File: config.mk
export PLATFORM = sky130hd
export DESIGN_NAME = mem_arbiter_flat
export DESIGN_NICKNAME = d
export VERILOG_FILES = /design/src/rtl/mem_arbiter_if.sv /design/src/rtl/mem_arbiter.sv /design/src/flat_wrapper.sv
export SDC_FILE = /design/constraint.sdc
export NUM_CORES = 1
export LEC_CHECK = 0
export ABC_AREA = 1
export CORE_AREA = 2 2 106 108
export DETAILED_ROUTE_END_ITERATION = 8
export DIE_AREA = 0 0 108 110
export DONT_BUFFER_PORTS = 1
export PLACE_DENSITY = 0.64
export SYNTH_ARGS = -nofsm -noshare
export SYNTH_HDL_FRONTEND = slang
export SYNTH_SLANG_ARGS = --single-unit
File: constraint.sdc
create_clock -name clock -period 2.4 [get_ports clock]
set_input_delay 0.48 -clock clock [delete_from_list [all_inputs] [get_ports clock]]
set_output_delay 0.48 -clock clock [all_outputs]
set_load 0.02 [all_outputs]
File: src/rtl/mem_arbiter_if.sv
// mem_arbiter_if
// Bundles every bus signal around the two-requester memory arbiter:
//   icache_*  : instruction fetch requester (read-only, word access)
//   dcache_*  : data requester (read/write, byte/half/word)
//   mem_*     : single downstream memory port
//   bus_err   : timeout abort pulse
// Modports:
//   slave  - the arbiter's view (takes requests, drives grants and mem_*)
//   master - the surrounding system's view (requesters plus memory model)
interface mem_arbiter_if;
  logic        icache_req;
  logic [31:0] icache_addr;
  logic        icache_rdy;
  logic [31:0] icache_data;

  logic        dcache_req;
  logic        dcache_wr;
  logic [31:0] dcache_addr;
  logic [31:0] dcache_wdata;
  logic [1:0]  dcache_ws;
  logic        dcache_rdy;
  logic [31:0] dcache_rdata;

  logic        mem_req;
  logic        mem_wr;
  logic [31:0] mem_addr;
  logic [31:0] mem_wdata;
  logic [1:0]  mem_ws;
  logic [31:0] mem_rdata;
  logic        mem_rdy;

  logic        bus_err;

  modport slave (
    input  icache_req, icache_addr,
    output icache_rdy, icache_data,
    input  dcache_req, dcache_wr, dcache_addr, dcache_wdata, dcache_ws,
    output dcache_rdy, dcache_rdata,
    output mem_req, mem_wr, mem_addr, mem_wdata, mem_ws,
    input  mem_rdata, mem_rdy,
    output bus_err
  );

  modport master (
    output icache_req, icache_addr,
    input  icache_rdy, icache_data,
    output dcache_req, dcache_wr, dcache_addr, dcache_wdata, dcache_ws,
    input  dcache_rdy, dcache_rdata,
    input  mem_req, mem_wr, mem_addr, mem_wdata, mem_ws,
    output mem_rdata, mem_rdy,
    input  bus_err
  );
endinterface

File: src/rtl/mem_arbiter.sv
// mem_arbiter
// Round-robin arbiter sharing one memory port between an instruction fetch
// requester and a data requester. Request fields are captured on grant entry
// and held on mem_* for the whole grant; completion is signalled by a
// one-cycle rdy pulse to the granted requester. A grant that sees no mem_rdy
// for TIMEOUT_CYCLES cycles is aborted with bus_err and a zero-data rdy pulse.
// Ports:
//   clock  - sole clock, rising edge
//   reset  - synchronous, active-high
//   bus    - mem_arbiter_if.slave (requester, memory and bus_err signals)
//
// state   | meaning
// --------+-----------------------------------------------
// IDLE    | no grant; mem_req=0; mem_rdy ignored
// GRANT_I | icache owns memory port; waiting mem_rdy/timeout
// GRANT_D | dcache owns memory port; waiting mem_rdy/timeout
module mem_arbiter #(
  parameter int unsigned TIMEOUT_CYCLES = 255
) (
  input  logic          clock,
  input  logic          reset,
  mem_arbiter_if.slave  bus
);

  typedef enum logic [1:0] {
    IDLE    = 2'd0,
    GRANT_I = 2'd1,
    GRANT_D = 2'd2
  } state_t;

  localparam logic [15:0] WAIT_LAST = 16'(TIMEOUT_CYCLES - 1);

  state_t      state;
  state_t      state_nxt;
  state_t      last_grant;
  logic [15:0] wait_cnt;

  logic [31:0] cap_addr;
  logic [31:0] cap_wdata;
  logic        cap_wr;
  logic [1:0]  cap_ws;

  logic        granted;
  logic        timeout;
  logic        done;

  // Next-state and combinational outputs
  always_comb begin
    state_nxt        = state;
    granted          = (state == GRANT_I) || (state == GRANT_D);
    // mem_rdy in the terminal cycle wins over the abort
    timeout          = granted && (wait_cnt == WAIT_LAST) && !bus.mem_rdy;
    done             = granted && (bus.mem_rdy || timeout);

    bus.mem_req      = granted;
    bus.mem_wr       = granted ? cap_wr    : 1'b0;
    bus.mem_addr     = granted ? cap_addr  : 32'd0;
    bus.mem_wdata    = granted ? cap_wdata : 32'd0;
    bus.mem_ws       = granted ? cap_ws    : 2'b00;
    bus.bus_err      = timeout;

    bus.icache_rdy   = 1'b0;
    bus.icache_data  = 32'd0;
    bus.dcache_rdy   = 1'b0;
    bus.dcache_rdata = 32'd0;

    case (state)
      IDLE: begin
        if (bus.icache_req && bus.dcache_req)
          state_nxt = (last_grant == GRANT_I) ? GRANT_D : GRANT_I;
        else if (bus.icache_req)
          state_nxt = GRANT_I;
        else if (bus.dcache_req)
          state_nxt = GRANT_D;
      end
      GRANT_I: begin
        bus.icache_rdy  = done;
        bus.icache_data = bus.mem_rdy ? bus.mem_rdata : 32'd0;
        if (done) state_nxt = IDLE;
      end
      GRANT_D: begin
        bus.dcache_rdy   = done;
        bus.dcache_rdata = bus.mem_rdy ? bus.mem_rdata : 32'd0;
        if (done) state_nxt = IDLE;
      end
      default: state_nxt = IDLE;
    endcase
  end

  always_ff @(posedge clock) begin
    if (reset) begin
      state      <= IDLE;
      last_grant <= GRANT_I;
      wait_cnt   <= 16'd0;
      cap_addr   <= 32'd0;
      cap_wdata  <= 32'd0;
      cap_wr     <= 1'b0;
      cap_ws     <= 2'b00;
    end else begin
      state <= state_nxt;
      if ((state == IDLE) && (state_nxt != IDLE)) begin
        last_grant <= state_nxt;
        wait_cnt   <= 16'd0;
        if (state_nxt == GRANT_I) begin
          // Fetches are always word reads
          cap_addr  <= bus.icache_addr;
          cap_wdata <= 32'd0;
          cap_wr    <= 1'b0;
          cap_ws    <= 2'b10;
        end else begin
          cap_addr  <= bus.dcache_addr;
          cap_wdata <= bus.dcache_wdata;
          cap_wr    <= bus.dcache_wr;
          cap_ws    <= bus.dcache_ws;
        end
      end else if (granted && !bus.mem_rdy) begin
        wait_cnt <= wait_cnt + 16'd1;
      end
    end
  end

endmodule

File: src/flat_wrapper.sv
// flat-port wrapper written by rule: the top's interface ports become plain ports
module mem_arbiter_flat 
#(
  parameter int unsigned TIMEOUT_CYCLES = 255
)
  (clock, reset, bus_icache_req, bus_icache_addr, bus_icache_rdy, bus_icache_data, bus_dcache_req, bus_dcache_wr, bus_dcache_addr, bus_dcache_wdata, bus_dcache_ws, bus_dcache_rdy, bus_dcache_rdata, bus_mem_req, bus_mem_wr, bus_mem_addr, bus_mem_wdata, bus_mem_ws, bus_mem_rdata, bus_mem_rdy, bus_bus_err);
  mem_arbiter_if bus_i ();
  input  logic clock;
  input  logic reset;
  input wire logic [$bits(bus_i.icache_req)-1:0] bus_icache_req;
  input wire logic [$bits(bus_i.icache_addr)-1:0] bus_icache_addr;
  output wire logic [$bits(bus_i.icache_rdy)-1:0] bus_icache_rdy;
  output wire logic [$bits(bus_i.icache_data)-1:0] bus_icache_data;
  input wire logic [$bits(bus_i.dcache_req)-1:0] bus_dcache_req;
  input wire logic [$bits(bus_i.dcache_wr)-1:0] bus_dcache_wr;
  input wire logic [$bits(bus_i.dcache_addr)-1:0] bus_dcache_addr;
  input wire logic [$bits(bus_i.dcache_wdata)-1:0] bus_dcache_wdata;
  input wire logic [$bits(bus_i.dcache_ws)-1:0] bus_dcache_ws;
  output wire logic [$bits(bus_i.dcache_rdy)-1:0] bus_dcache_rdy;
  output wire logic [$bits(bus_i.dcache_rdata)-1:0] bus_dcache_rdata;
  output wire logic [$bits(bus_i.mem_req)-1:0] bus_mem_req;
  output wire logic [$bits(bus_i.mem_wr)-1:0] bus_mem_wr;
  output wire logic [$bits(bus_i.mem_addr)-1:0] bus_mem_addr;
  output wire logic [$bits(bus_i.mem_wdata)-1:0] bus_mem_wdata;
  output wire logic [$bits(bus_i.mem_ws)-1:0] bus_mem_ws;
  input wire logic [$bits(bus_i.mem_rdata)-1:0] bus_mem_rdata;
  input wire logic [$bits(bus_i.mem_rdy)-1:0] bus_mem_rdy;
  output wire logic [$bits(bus_i.bus_err)-1:0] bus_bus_err;
  assign bus_i.icache_req = bus_icache_req;
  assign bus_i.icache_addr = bus_icache_addr;
  assign bus_icache_rdy = bus_i.icache_rdy;
  assign bus_icache_data = bus_i.icache_data;
  assign bus_i.dcache_req = bus_dcache_req;
  assign bus_i.dcache_wr = bus_dcache_wr;
  assign bus_i.dcache_addr = bus_dcache_addr;
  assign bus_i.dcache_wdata = bus_dcache_wdata;
  assign bus_i.dcache_ws = bus_dcache_ws;
  assign bus_dcache_rdy = bus_i.dcache_rdy;
  assign bus_dcache_rdata = bus_i.dcache_rdata;
  assign bus_mem_req = bus_i.mem_req;
  assign bus_mem_wr = bus_i.mem_wr;
  assign bus_mem_addr = bus_i.mem_addr;
  assign bus_mem_wdata = bus_i.mem_wdata;
  assign bus_mem_ws = bus_i.mem_ws;
  assign bus_i.mem_rdata = bus_mem_rdata;
  assign bus_i.mem_rdy = bus_mem_rdy;
  assign bus_bus_err = bus_i.bus_err;
  mem_arbiter #(.TIMEOUT_CYCLES(TIMEOUT_CYCLES)) u_core (.clock(clock), .reset(reset), .bus(bus_i));
endmodule
==> impl_metrics.ini, run 1 <==
[timing]
setup-violations-final = 0
fin_skew_ps = 11.9
finalCritPeriodShare_pct = 95.9
min_period_ps = 2300
finalHoldViolCount = 0
drv_slew = 0
finalSetupTns_ps = 0
slew_headroom_pct = 55.3
worst_slew_pin_slew_ps = 669
max_freq_mhz = 435

[worst_setup_path]
crit_path_max_fanout = 4
endpoint_kind = output port
crit_chain = inv_2 -> ha_4 -> nand2_1 -> inv_2 -> nand2_1 -> nor2_1 -> nand2_2 -> nand2_1 -> nand2_2 -> nor2_1 -> buf_4
r2r-end = u_core.cap_addr[10]$_SDFFE_PP0P_
timing.critical_path.mode_cell = nand2_1
crit_type = register to output port
critPathMaxStageDelay_ps = 360
startpoint = u_core.state[0]$_SDFF_PP0_
cp-start-kind = register
worst_r2r_path_depth = 15
crit_family = simple AND/OR/NAND/NOR gates
reg2reg_from = u_core.state[1]$_SDFF_PP0_
rrSetupSlack_ps = 290
crit_buf_inv = 3
critPathArrivalTime_ps = 1820
cpMaxStageDelayCell = dfxtp_4
crit_required_ps = 1920

[global_routing]
grt_pass1_vias = 4710
grt_overflow = 0
grtUsageTotal_pct = 23.8
grt_pass1_wl_mm = 22.2
grt_max_degree = 66
antenna_found_initial = 3

[routing]
wl_per_cell_um = 14.8
vias_per_cell = 5.13
ant_nets = 0
drtIter0Drc = 273
drt_wl_total_mm = 14.7
drtPass1Iterations = 4
vias = 5117
drc_errors = 0

[pwr]
power_switching_uw = 1480
p_clk_share_pct = 25.7
seqPwrFrac_pct = 45.0
p_leak_uw = 0.00324
p_comb_share_pct = 29.3
ir_drop_mv = 0.327
p_int_uw = 2360
power_uw = 3840
power_density_nw_per_um2 = 657
swShare_pct = 38.4

[clocking]
clock_path_buffers = 2
cts_tree = done
hold_buffers = 0
root_buffer = clkbuf_8
clock_sinks = 87
ctsHtreeMaxLevel = 3
cts_made_buffers = 9
insertion_delay_ps = 370
path_clk_slew_ps = 90

[placement]
port_buffers = 0
placed_area_um2 = 5600
hpwl_mm = 11.2
gp_congestion = 0.788

[hold_path]
hold_depth = 1
holdCritStartpoint = reset
hold_path.class = primary input to register
whs_endpoint = u_core.state[0]$_SDFF_PP0_

[final_layout]
design_area_um2 = 5840
synthToLayoutAreaGrowth_pct = 15.6
nets = 993
fill_cells = 1106
drive_gt1_share_pct = 15.7

[yosys]
ys_async_sr_fraction_pct = 0
synth_cell_types = 33
yosysSeqAreaShare_pct = 34.5
syn-num-nets = 951
syn_inst = 809
syn_area_um2 = 5050
synth_edf_count = 0
synth_seq_cells = 87
synth_area_per_cell_um2 = 6.24
ys.warnings.count = 0
dominantRegCellSynth = dfxtp_1

[die]
die_h_um = 110
dieArea_um2 = 11900
io_pins = 271
rows = 38
initial_core_util_pct = 47.2
die_width_um = 108
core_um2 = 10700

[job]
cap_viol_max_count = 0

[outcome]
outcome = completed
==> registers in the layout (all words and copies together) (netlist names) <==
register	flops
u_core.cap_wdata	32
u_core.cap_wr	1
u_core.wait_cnt	16
u_core.last_grant	2
u_core.state	2
u_core.cap_addr	32
u_core.cap_ws	2
==> cells in the mapped netlist, types with 6 or more instances <==
| library cell | n | share of area (%) |
|---|---|---|
| buf_2 | 10 | 0.99 |
| buf_4 | 10 | 1.5 |
| clkbuf_1 | 27 | 2.0 |
| dfxtp_1 | 87 | 34 |
| ha_1 | 6 | 1.5 |
| inv_1 | 117 | 8.7 |
| inv_2 | 6 | 0.45 |
| nand2_1 | 297 | 22 |
| nand2_2 | 7 | 0.87 |
| nand3_1 | 40 | 4.0 |
| nand4_1 | 33 | 4.1 |
| nor2_1 | 26 | 1.9 |
| nor3_1 | 66 | 6.5 |
| o21ai_0 | 6 | 0.59 |
| o21ai_1 | 30 | 3.0 |
==> power groups by stage <==
| stage | sequential (uW) | combinational [uW] | clock [uW] |
|---|---|---|---|
| 2_1_floorplan | 1730 | 897 | 0 |
| 3_3_place_gp | 1750 | 1090 | 0 |
| 3_5_place_dp | 1750 | 1110 | 0 |
| 4_1_cts | 1720 | 1130 | 1020 |
| 5_1_grt | 1750 | 1250 | 1080 |
| 6_report | 1730 | 1120 | 987 |
==> worst max path at each step <==
stage | to | slack [ps] | depth (start not counted)
6_report | bus_icache_rdy | 100 | 11
5_1_grt | bus_icache_rdy | -5 | 11
4_1_cts | bus_icache_rdy | 10 | 11
3_5_place_dp | u_core.cap_addr[0]$_SDFFE_PP0P_ | 60 | 15
3_3_place_gp | u_core.cap_addr[1]$_SDFFE_PP0P_ | 180 | 15
2_1_floorplan | bus_mem_addr[11] | 120 | 7
==> timing repair <==
| item | 4_1_cts | 5_1_grt |
|---|---|---|
| pin swaps | 1 | 3 |
| endpoints found under the setup margin | 45 | 4 |
| buffers inserted | 2 | 1 |
| gates resized for setup | 5 | 3 |
==> final cells by class <==
| cell class | instances | area, um^2 | share of cell area (%) |
|---|---|---|---|
| multi-input cells | 546 | 2580 | 44.1 |
| flip-flops and latches | 87 | 1750 | 29.9 |
| repair buffers | 84 | 684 | 11.7 |
| inverters | 123 | 462 | 7.91 |
| well taps | 140 | 175 | 3.00 |
| clock buffers | 9 | 124 | 2.12 |
| clock inverters | 7 | 63.8 | 1.09 |
| diodes | 2 | 5.00 | 0.0857 |
==> cell usage in the layout, fill, tap and decap left out, types with 8 or more instances in the layout <==
cell / count
buf_4: 79
clkbuf_8: 9
dfxtp_1: 85
inv_1: 115
inv_2: 8
nand2_1: 296
nand2_2: 8
nand3_1: 40
nand4_1: 33
nor2_1: 26
nor3_1: 66
o21ai_1: 30
==> routing by layer <==
| layer | global-route usage, % | part of all wire (%) | vias to the layer above | wire length [um] |
|---|---|---|---|---|
| li1 | - | - | 2588 | - |
| met1 | 24.3 | 38 | 2304 | 5630 |
| met2 | 46.4 | 52 | 199 | 7690 |
| met3 | 5.94 | 7.5 | 24 | 1100 |
| met4 | 9.16 | 2.1 | 2 | 302 |
| met5 | 0 | 0.088 | - | 13 |
==> logic make-up after synthesis <==
family | after synthesis | synth area share [%]
AO/OA/AOI/OAI | 44 | 4.51
XOR/XNOR | 9 | 1.56
adder cells (fa/ha/maj) | 6 | 1.49
buffers and inverters | 176 | 14.8
flip-flops | 87 | 34.5
AND/OR/NAND/NOR | 487 | 43.2
==> stage by stage <==
| step | setup WS, ps | std cells | utilization (%) | hold WS (ps) |
|---|---|---|---|---|
| floorplan | 122 | 809 | - | 426 |
| global placement | 181 | 977 | 52.4 | 437 |
| detailed placement | 56.2 | 977 | 52.4 | 441 |
| CTS | 12.7 | 995 | 54.4 | 151 |
| global route | -5.49 | 998 | 54.6 | 152 |
| finish | 99.5 | 998 | 54.6 | 170 |
Note: power is estimated with default switching activity, not from simulation.
==> run 2, diff against run 1 <==
--- a/config.mk
+++ b/config.mk
@@ -10,6 +10,7 @@
 export DETAILED_ROUTE_END_ITERATION = 8
 export DIE_AREA = 0 0 108 110
 export DONT_BUFFER_PORTS = 1
+export GPL_ROUTABILITY_DRIVEN = 0
 export PLACE_DENSITY = 0.64
 export SYNTH_ARGS = -nofsm -noshare
 export SYNTH_HDL_FRONTEND = slang
==> results of run 2 <==
Final layout, timing and power as in run 1 (identical DEF).
==> run 3, diff against run 2 <==
--- a/config.mk
+++ b/config.mk
@@ -15,3 +15,4 @@
 export SYNTH_ARGS = -nofsm -noshare
 export SYNTH_HDL_FRONTEND = slang
 export SYNTH_SLANG_ARGS = --single-unit
+export TNS_END_PERCENT = 5
==> results of run 3 <==
Final layout, timing and power as in run 1 (identical DEF).
